--- src/rtl/accel_pkg.sv ---
// Definitions shared by the accelerator FSM and the weight fetch responder:
// responder states, configuration beat positions and the PE count.
package accel_pkg;

    localparam int PE_COUNT = 16;

    localparam logic [2:0] CFG_BEAT_WADDR = 3'd1;
    localparam logic [2:0] CFG_BEAT_NIN   = 3'd3;
    localparam logic [2:0] CFG_BEAT_NOUT  = 3'd4;

    typedef enum logic [2:0] {
        WF_IDLE    = 3'd0,
        WF_CFG     = 3'd1,
        WF_READY   = 3'd2,
        WF_FETCH   = 3'd3,
        WF_DELIVER = 3'd4
    } weight_fetch_state_t;

    // Bursts per layer: one burst covers PE_COUNT inputs of one output.
    function automatic logic [31:0] bursts_for_layer(input logic [15:0] n_in,
                                                     input logic [15:0] n_out,
                                                     input int          shift);
        return 32'(n_in >> shift) * 32'(n_out);
    endfunction

endpackage

--- src/rtl/burst_buffer.sv ---
// Burst register file: one write port indexed by return order, with every
// entry visible in parallel on the read-out bus.
module burst_buffer #(
    parameter int DATA_W = 16,
    parameter int DEPTH  = 16
) (
    input  logic                          clk,
    input  logic                          rst,
    input  logic                          wr_en,
    input  logic [$clog2(DEPTH)-1:0]      wr_idx,
    input  logic [DATA_W-1:0]             wr_data,
    output logic [DEPTH-1:0][DATA_W-1:0]  rd_data
);

    logic [DEPTH-1:0][DATA_W-1:0] mem_r;

    // Entry storage; contents persist until overwritten by the next burst
    always_ff @(posedge clk or negedge rst) begin
        if (!rst) begin
            mem_r <= '0;
        end else if (wr_en) begin
            mem_r[wr_idx] <= wr_data;
        end
    end

    assign rd_data = mem_r;

endmodule

--- src/rtl/weight_fetch_responder.sv ---
// Responder for the SRAM_read_req / DVAL weight handshake: captures the layer
// configuration, fetches one burst per request and presents it in parallel.
module weight_fetch_responder
    import accel_pkg::*;
#(
    parameter int DATA_W    = 16,
    parameter int ADDR_W    = 16,
    parameter int BURST_LEN = PE_COUNT
) (
    input  logic                              clk,
    input  logic                              rst,
    input  logic                              Enable,
    input  logic [15:0]                       databus,
    input  logic                              busrdwr,
    input  logic                              SRAM_read_req,
    output logic                              mem_rd_req,
    output logic [ADDR_W-1:0]                 mem_addr,
    input  logic                              mem_ack,
    input  logic                              mem_rd_valid,
    input  logic [DATA_W-1:0]                 mem_rd_data,
    output logic [BURST_LEN-1:0][DATA_W-1:0]  SDRAM_FIFO,
    output logic                              DVAL,
    output logic                              busy,
    output logic                              done,
    output logic                              err_overflow
);

    localparam int IDX_W = $clog2(BURST_LEN);
    localparam int CNT_W = IDX_W + 1;
    localparam logic [CNT_W-1:0] BURST_LEN_C = CNT_W'(BURST_LEN);

    weight_fetch_state_t state_r;
    logic [2:0]          beat_cnt_r;
    logic [ADDR_W-1:0]   weight_ptr_r;
    logic [15:0]         n_in_r;
    logic [31:0]         bursts_total_r;
    logic [31:0]         burst_cnt_r;
    logic [CNT_W-1:0]    issue_cnt_r;
    logic [CNT_W-1:0]    ret_cnt_r;
    logic                pending_r;
    logic                err_overflow_r;
    logic                mem_rd_req_r;
    logic [ADDR_W-1:0]   mem_addr_r;
    logic                dval_r;
    logic                busy_r;
    logic                done_r;

    logic                issue_fire_s;
    logic                ret_fire_s;
    logic                req_accept_s;
    logic [CNT_W-1:0]    issue_next_s;
    logic [31:0]         bursts_cfg_s;

    assign issue_fire_s = mem_rd_req_r & mem_ack;
    assign issue_next_s = issue_cnt_r + CNT_W'(1);
    // Returns outside FETCH (e.g. in flight across a reset) never reach the buffer
    assign ret_fire_s   = (state_r == WF_FETCH) & mem_rd_valid & (ret_cnt_r < BURST_LEN_C);
    assign req_accept_s = SRAM_read_req &
                          ((state_r == WF_READY) | (state_r == WF_FETCH) | (state_r == WF_DELIVER));
    assign bursts_cfg_s = bursts_for_layer(n_in_r, databus, IDX_W);

    // Control FSM with request tracking and registered outputs
    always_ff @(posedge clk or negedge rst) begin
        if (!rst) begin
            state_r        <= WF_IDLE;
            beat_cnt_r     <= 3'd0;
            weight_ptr_r   <= '0;
            n_in_r         <= 16'd0;
            bursts_total_r <= 32'd0;
            burst_cnt_r    <= 32'd0;
            issue_cnt_r    <= '0;
            ret_cnt_r      <= '0;
            pending_r      <= 1'b0;
            err_overflow_r <= 1'b0;
            mem_rd_req_r   <= 1'b0;
            mem_addr_r     <= '0;
            dval_r         <= 1'b0;
            busy_r         <= 1'b0;
            done_r         <= 1'b0;
        end else begin
            dval_r <= 1'b0;
            done_r <= 1'b0;

            if (req_accept_s) begin
                if (pending_r) begin
                    err_overflow_r <= 1'b1;
                end else begin
                    pending_r <= 1'b1;
                end
            end

            case (state_r)
                WF_IDLE: begin
                    if (Enable) begin
                        state_r    <= WF_CFG;
                        beat_cnt_r <= 3'd0;
                        busy_r     <= 1'b1;
                    end
                end

                WF_CFG: begin
                    if (busrdwr) begin
                        beat_cnt_r <= beat_cnt_r + 3'd1;
                        case (beat_cnt_r)
                            CFG_BEAT_WADDR: weight_ptr_r <= ADDR_W'(databus);
                            CFG_BEAT_NIN:   n_in_r       <= databus;
                            CFG_BEAT_NOUT: begin
                                bursts_total_r <= bursts_cfg_s;
                                burst_cnt_r    <= 32'd0;
                                if (bursts_cfg_s == 32'd0) begin
                                    state_r <= WF_IDLE;
                                    busy_r  <= 1'b0;
                                    done_r  <= 1'b1;
                                end else begin
                                    state_r <= WF_READY;
                                end
                            end
                            default: ;
                        endcase
                    end
                end

                WF_READY: begin
                    if (pending_r) begin
                        state_r      <= WF_FETCH;
                        pending_r    <= 1'b0;
                        issue_cnt_r  <= '0;
                        ret_cnt_r    <= '0;
                        mem_rd_req_r <= 1'b1;
                        mem_addr_r   <= weight_ptr_r;
                    end
                end

                WF_FETCH: begin
                    // Address only moves on an accepted request
                    if (issue_fire_s) begin
                        issue_cnt_r  <= issue_next_s;
                        mem_rd_req_r <= (issue_next_s < BURST_LEN_C);
                        mem_addr_r   <= weight_ptr_r + ADDR_W'(issue_next_s);
                    end
                    if (ret_fire_s) begin
                        ret_cnt_r <= ret_cnt_r + CNT_W'(1);
                        if (ret_cnt_r == BURST_LEN_C - CNT_W'(1)) begin
                            state_r      <= WF_DELIVER;
                            dval_r       <= 1'b1;
                            mem_rd_req_r <= 1'b0;
                        end
                    end
                end

                WF_DELIVER: begin
                    weight_ptr_r <= weight_ptr_r + ADDR_W'(BURST_LEN);
                    burst_cnt_r  <= burst_cnt_r + 32'd1;
                    if ((burst_cnt_r + 32'd1) == bursts_total_r) begin
                        state_r <= WF_IDLE;
                        busy_r  <= 1'b0;
                        done_r  <= 1'b1;
                    end else begin
                        state_r <= WF_READY;
                    end
                end

                default: begin
                    state_r      <= WF_IDLE;
                    busy_r       <= 1'b0;
                    mem_rd_req_r <= 1'b0;
                end
            endcase
        end
    end

    burst_buffer #(
        .DATA_W (DATA_W),
        .DEPTH  (BURST_LEN)
    ) u_burst_buffer (
        .clk     (clk),
        .rst     (rst),
        .wr_en   (ret_fire_s),
        .wr_idx  (ret_cnt_r[IDX_W-1:0]),
        .wr_data (mem_rd_data),
        .rd_data (SDRAM_FIFO)
    );

    assign mem_rd_req   = mem_rd_req_r;
    assign mem_addr     = mem_addr_r;
    assign DVAL         = dval_r;
    assign busy         = busy_r;
    assign done         = done_r;
    assign err_overflow = err_overflow_r;

endmodule

--- config.mk ---
export PLATFORM = sky130hd
export DESIGN_NAME = weight_fetch_responder
export DESIGN_NICKNAME = d
export VERILOG_FILES = /design/src/rtl/accel_pkg.sv /design/src/rtl/burst_buffer.sv /design/src/rtl/weight_fetch_responder.sv
export SDC_FILE = /design/constraint.sdc
export NUM_CORES = 1
export LEC_CHECK = 0
export CAP_MARGIN = 20
export CELL_PAD_IN_SITES_DETAIL_PLACEMENT = 1
export CELL_PAD_IN_SITES_GLOBAL_PLACEMENT = 1
export CORE_MARGIN = 5
export CORE_UTILIZATION = 25
export CTS_BUF_LIST = sky130_fd_sc_hd__clkbuf_2
export CTS_CLUSTER_SIZE = 20
export DETAILED_ROUTE_END_ITERATION = 16
export HOLD_SLACK_MARGIN = 0.08
export PLACE_DENSITY_LB_ADDON = 0.1
export SLEW_MARGIN = 20
export SYNTH_ARGS = -nofsm -noshare
export SYNTH_HDL_FRONTEND = slang
export SYNTH_SLANG_ARGS = --single-unit
--- constraint.sdc ---
create_clock -name clk -period 8.8 [get_ports clk]
set_clock_uncertainty 0.15 [all_clocks]
set_input_delay 2.64 -clock clk [delete_from_list [all_inputs] [get_ports clk]]
set_output_delay 2.64 -clock clk [all_outputs]
set_load 0.03 [all_outputs]
# After elaboration in Yosys (flattened, before gate mapping)
# Cells that the tools add are included.
[classes] add_sub_neg=6 mul=1 n_lt_le_gt_ge=4 n_eq_ne=19 muxes=51 n_bitwise=8 reduce_logical=19
[ops] op="$bwmux W256" count=1
[ops] op="$mux W16" count=5
[ops] op="$demux W16 S4" count=1
[ops] op="$mux W32" count=2
[ops] op="$pmux W16 S2" count=2
[ops] op="$pmux W32 S2" count=1
[ops] op="$add A32 B1 Y32 const B" count=1
[ops] op="$eq A32 B32 Y1" count=1
[ops] op="$logic_not A32 Y1" count=1
[ops] op="$mul A12 B16 Y28" count=1
[ops] op="$mux W3" count=8
[ops] op="$reduce_and A3 Y1" count=7
[ops] op="$pmux W5 S2" count=2
[ops] op="$mux W1" count=19
[ops] op="$add A16 B5 Y16" count=1
[ops] op="$add A16 B5 Y16 const B" count=1
[ops] op="$mux W5" count=3
[ops] op="$pmux W3 S5" count=1
[ops] op="$ne A2 B2 Y1 const B" count=7
[ops] op="$reduce_and A6 Y1" count=2
[ops] op="$add A5 B1 Y5 const B" count=2
[ops] op="$lt A5 B5 Y1 const B" count=2
[ops] op="$eq A3 B2 Y1 const B" count=3
[ops] op="$eq A3 B1 Y1 const B" count=2
[ops] op="20 further kinds" count=32
[word_totals] register_bits=390 out_inout_bits=277 wordCells=139

# Longest topological paths before layout
[logic_depth] ltp_word=7 depth_mapped=24 mapped_depth_nobuf=21

# By module
# From an unflattened synthesis, not the netlist that was laid out.
[unflattened] hier_cells=2198 hier_area_um2=23268.6
[modules_own_cells] mod="weight_fetch_responder" instances=1 cells_each=1625 area_per_inst_um2=13685.6 seq_area_each_um2=3153.0
[modules_own_cells] mod="burst_buffer" instances=1 cells_each=573 area_per_inst_um2=9582.9 seq_area_each_um2=6406.1

# Worst setup path after synthesis
# Ideal clock, no wire load.
[synth_timing] kind="input-to-reg" startpoint="in databus[12]" endpoint="reg done_r, in the netlist done" setup_ps=95 t_arrival_ps=8353 setup_slack_ps=202 stages=19 n_path_buf=2 path_cell_list="clkbuf_1 nand2_1 fa_1 inv_1 fa_1 fa_1 fa_1 inv_1 fa_1 inv_1 ha_1 buf_2 a21oi_2 o21ai_1 or4_1 and4_4 or4_1 or4_1 o32ai_2"
[synth_between] elab_chain_len=6
[synth_rtl] item="from (decl)" line_no="weight_fetch_responder.sv:13" text="input logic [15:0] databus,"
[synth_rtl] item="$mul A12 B16 Y28" line_no="accel_pkg.sv:23" text="return 32'(n_in >> shift) * 32'(n_out);"
[synth_rtl] item="$logic_not A32 Y1" line_no="weight_fetch_responder.sv:110" text="if (bursts_cfg_s == 32'd0) begin"
[synth_rtl] item="$mux W1" line_no="weight_fetch_responder.sv:110"
[synth_rtl] item="$mux W1" line_no="weight_fetch_responder.sv:104" text="case (beat_cnt_r)"
[synth_rtl] item="$mux W1" line_no="weight_fetch_responder.sv:102" text="if (busrdwr) begin"
[synth_rtl] item="$pmux W1 S2" line_no="weight_fetch_responder.sv:92" text="case (state_r)"
[synth_rtl] item="to (signal assigned)" line_no="weight_fetch_responder.sv:79" text="done_r <= 1'b0;"
[synth_rtl] item="to (signal assigned)" line_no="weight_fetch_responder.sv:82" text="done_r <= 1'b0;"
[synth_rtl] item="to (signal assigned)" line_no="weight_fetch_responder.sv:113" text="done_r <= 1'b1;"
[synth_rtl] item="to (decl)" line_no="weight_fetch_responder.sv:46" text="logic done_r;"
# No other way between the ends.
# A chain may end at the register's enable or synchronous reset.

# Worst setup path after layout
[layout_timing] startpoint="in databus[5]" endpoint="reg busy_r, in the netlist busy"
[layout_between] elab_chain_len=4
[layout_rtl] item="$mul A12 B16 Y28" line_no="accel_pkg.sv:23"
[layout_rtl] item="$logic_not A32 Y1" line_no="weight_fetch_responder.sv:110"
[layout_rtl] item="$ne A2 B2 Y1 (no line)"
[layout_rtl] item="$reduce_and A6 Y1 (no line)"
[layout_rtl] item="to (signal assigned)" line_no="weight_fetch_responder.sv:97" text="busy_r <= 1'b1;"
[layout_rtl] item="to (signal assigned)" line_no="weight_fetch_responder.sv:112" text="busy_r <= 1'b0;"
[layout_rtl] item="to (signal assigned)" line_no="weight_fetch_responder.sv:156" text="busy_r <= 1'b0;"
[layout_rtl] item="to (decl)" line_no="weight_fetch_responder.sv:45" text="logic busy_r;"
# No other way between the ends.

==> metrics.md <==
| Metric | Value |
|---|---|
| Die area | 100000 um2 |
| Maximum root-to-sink buffer count | 3 |
| Footprint of the multi-input gates | 12700 um2 |
| NumNets Final | 2955 |
| Fmax | 125 MHz |
| First-pass GRT wire length | 133 mm |
| Drt total wl | 86.8 mm |
| Tot GR Track Use | 17.3% |
| Register area share after synthesis | 40.6% |
| CTS Root Cell | clkbuf_2 |
| Overflow left after global routing | 0 |
| Die Wd | 317 um |
| Syn. warnings | 0 |
| Starting Density | 25.2% |
| 1st-iter DRT viols | 676 |
| Area delta synth->final | 27.7% |
| Hold Path Class | register to register |
| Worst EP arrival | 8.96 ns |
| Grt met2 use | 29.7% |
| Worst EP required | 9.73 ns |
| FF+latch count, synth | 382 |
| Post-Syn Area | 23600 um2 |
| Placed Instances | 3827 |
| Drt drc | 0 |
| Hold slack | 0.322 ns |
| Top Usage Layer GRT | met2 |
| Vias | 18680 |
| Worst slew pin tran | 1.07 ns |
| Hold buffers post-CTS | 0 |
| Leakage power | 14.7 nW |
| Syn Area/Cell | 10.5 um2 |
| Final hold violations | 0 |
| Net Count, Synth | 2503 |
| CTS tree | done |
| Rel. slew slack | 28.7% |
| DP HPWL | 64.8 mm |
| Fillers | 10560 |
| Vias in the first global route | 21249 |
| Peak supply drop | 0.0841 mV |
| Final TNS setup | 0 ns |
| Port bufs | 315 |
| Period utilization | 91.2% |
| Setup crit start kind | primary input |
| Worst-path clk slew | 0.09 ns |
| Register Area | 9560 um2 |
| CP endpoint kind | register |
| Synth cell types | 86 |
| M1 GR Usage | 21.3% |
| RSZ-0062 raised after global routing | false |
| Top FF cell, synth | dfrtp_1 |
| Initial antenna violation count | 7 |
| Layout cells sized above 1 | 23.6% |
| Setup bufs post-CTS | 0 |
| Cell Rows | 112 |
| Clk Latency, worst-skew pair | 1.30 ns |
| Critical path class | primary input to register |
| Overall power | 0.00372 W |
| Final Non-Filler Cells | 4046 |
| Setup violations, final | 0 |
| Status | complete, no violations |
| CTS resizes | 0 |
| Asr flop ratio synth | 100% |
| CTS Sinks | 382 |
| EDFF count, synth | 0 |
| Drt via density | 4.62 |
| I/O pins | 316 |
| Cells after synthesis | 2240 |
| Num CTS Buffers | 115 |
| Max-cap violation count | 0 |
| Crit path max fanout | 5 |
| H-tree Lvls | 3 |
| Met3 Resource Use GR | 5.35% |
| Die Height | 317 um |
| PwrDens | 124 nW/um2 |
| Largest net degree at the start of global routing | 164 |
| DR WL/cell | 21.5 um |
| Final ANT Viol Nets | 0 |
| CORE AREA | 93500 um2 |
| Drt pass-1 iters | 4 |
| Routability cong. | 0.797 |
| Slew Limit Fails | 0 |
| Min Tclk post-route | 8.03 ns |
[layout by cell type, fill, tap and decap left out, types with 8 or more instances in the layout]
cell               n
dfrtp_1          382
clkdlybuf4s50_1  314
nand2_1          286
mux2_2           276
inv_1            200
clkbuf_2         181
buf_4            145
fa_1             141
ha_1              83
o21ai_0           81
a21oi_1           80
nor2_1            77
and2_1            66
nand3_1           58
xnor2_1           45
nand4_1           32
xor2_1            23
clkinv_1          22
nor3_1            20
a31oi_1           19
and3_1            18
o31ai_1           16
nor2b_1           14
a211oi_1          12
nor4_1            11
or3_1             10
o41ai_1           10
o211ai_1           9
o21a_1             9
nand2b_1           9
o21ai_1            8
[power by group]
group	switching, W	internal, W
clock	0.000879	0.000562
combinational	0.000289	0.000149
sequential	0.0000405	0.00180
total	0.00121	0.00251
[kinds of logic after synthesis]
group | count (synthesis) | synth area share [%]
simple gates | 648 | 13.4
flops | 382 | 40.6
buf+inv | 335 | 5.55
compound gates | 304 | 8.25
mux | 278 | 13.3
fa+ha+maj | 225 | 16.4
xor+xnor | 68 | 2.53
[cells in the mapped netlist, types with 11 or more instances]
cell        n  area [um2]
nand3_1    59         295
nand2_1   286        1070
a211oi_1   12        90.1
xnor2_1    45         394
xor2_1     23         201
o31ai_1    16         120
nor2b_1    15        93.8
and2_1     66         413
ha_1       83        1040
nor4_1     11        68.8
inv_1     200         751
o21ai_0    81         405
nor3_1     20         100
clkbuf_1  121         454
nand4_1    32         200
a31oi_1    19         119
a21oi_1    81         405
mux2_2    276        3110
fa_1      141        2820
and3_1     18         113
dfrtp_1   382        9560
nor2_1     78         293
[metal layers]
| layer | up-vias | wire (um) |
|---|---|---|
| met5 | - | 39 |
| met4 | 6 | 1740 |
| met3 | 115 | 5800 |
| met2 | 381 | 42700 |
| met1 | 9627 | 36500 |
| li1 | 8551 | - |
[layout make-up]
type / count / area share [%]
clock buffers: 181 / 3.01
repair buffers: 469 / 14.6
multi-input cells: 1523 / 42.3
clock inverters: 31 / 0.553
inverters: 201 / 2.51
flip-flops and latches: 382 / 31.8
well taps: 1254 / 5.22
diodes: 5 / 0.0416
[worst paths after layout]
check,from,endpoint,slack (ns),cells past startpoint
max,databus[5],busy,0.77,22
min,err_overflow,err_overflow,0.32,1
max reg2reg,n_in_r[12],busy,1.80,20
min reg2reg,err_overflow,err_overflow,0.32,1
max in group asynchronous,rst,u_burst_buffer.rd_data[244],5.78,2
min in group asynchronous,rst,n_in_r[7],1.26,1
[metrics by stage]
| stage | setup slack (ns) | cell area, um2 | utilization [%] |
|---|---|---|---|
| 6_report | 0.771 | 30100 | 32.2 |
| 5_1_grt | 0.656 | 30100 | 32.2 |
| 4_1_cts | 0.936 | 30000 | 32.1 |
| 3_5_place_dp | -0.474 | 29000 | 31.0 |
| 3_3_place_gp | -0.363 | 29000 | 31.0 |
| 2_1_floorplan | 0.202 | 23600 | - |
[worst max-delay path: stages]
cell and delay [ns]:
clkdlybuf4s50_1 0.53, buf_4 0.18, nand2_1 0.09, fa_1 0.57, inv_1 0.05, fa_1 0.46, fa_1 0.51, fa_1 0.56
inv_1 0.06, fa_1 0.53, inv_1 0.04, ha_1 0.33, nand4_1 0.12, or4_4 0.54, buf_4 0.16, o211a_1 0.12
a2111oi_0 0.46, nand4_1 0.18, nor4_1 0.26, nand4_1 0.25, a21oi_1 0.22, o21ai_1 0.09
[sequential cells by signal (all words and copies together) (netlist names)]
| signal | flops |
|---|---|
| pending_r | 1 |
| ret_cnt_r | 5 |
| DVAL | 1 |
| burst_cnt_r | 32 |
| bursts_total_r | 28 |
| err_overflow | 1 |
| done | 1 |
| issue_cnt_r | 5 |
| mem_addr | 16 |
| weight_ptr_r | 16 |
| state_r | 3 |
| n_in_r | 12 |
| u_burst_buffer.rd_data | 256 |
| busy | 1 |
| beat_cnt_r | 3 |
| mem_rd_req | 1 |
(Power assumes the default switching activity.)
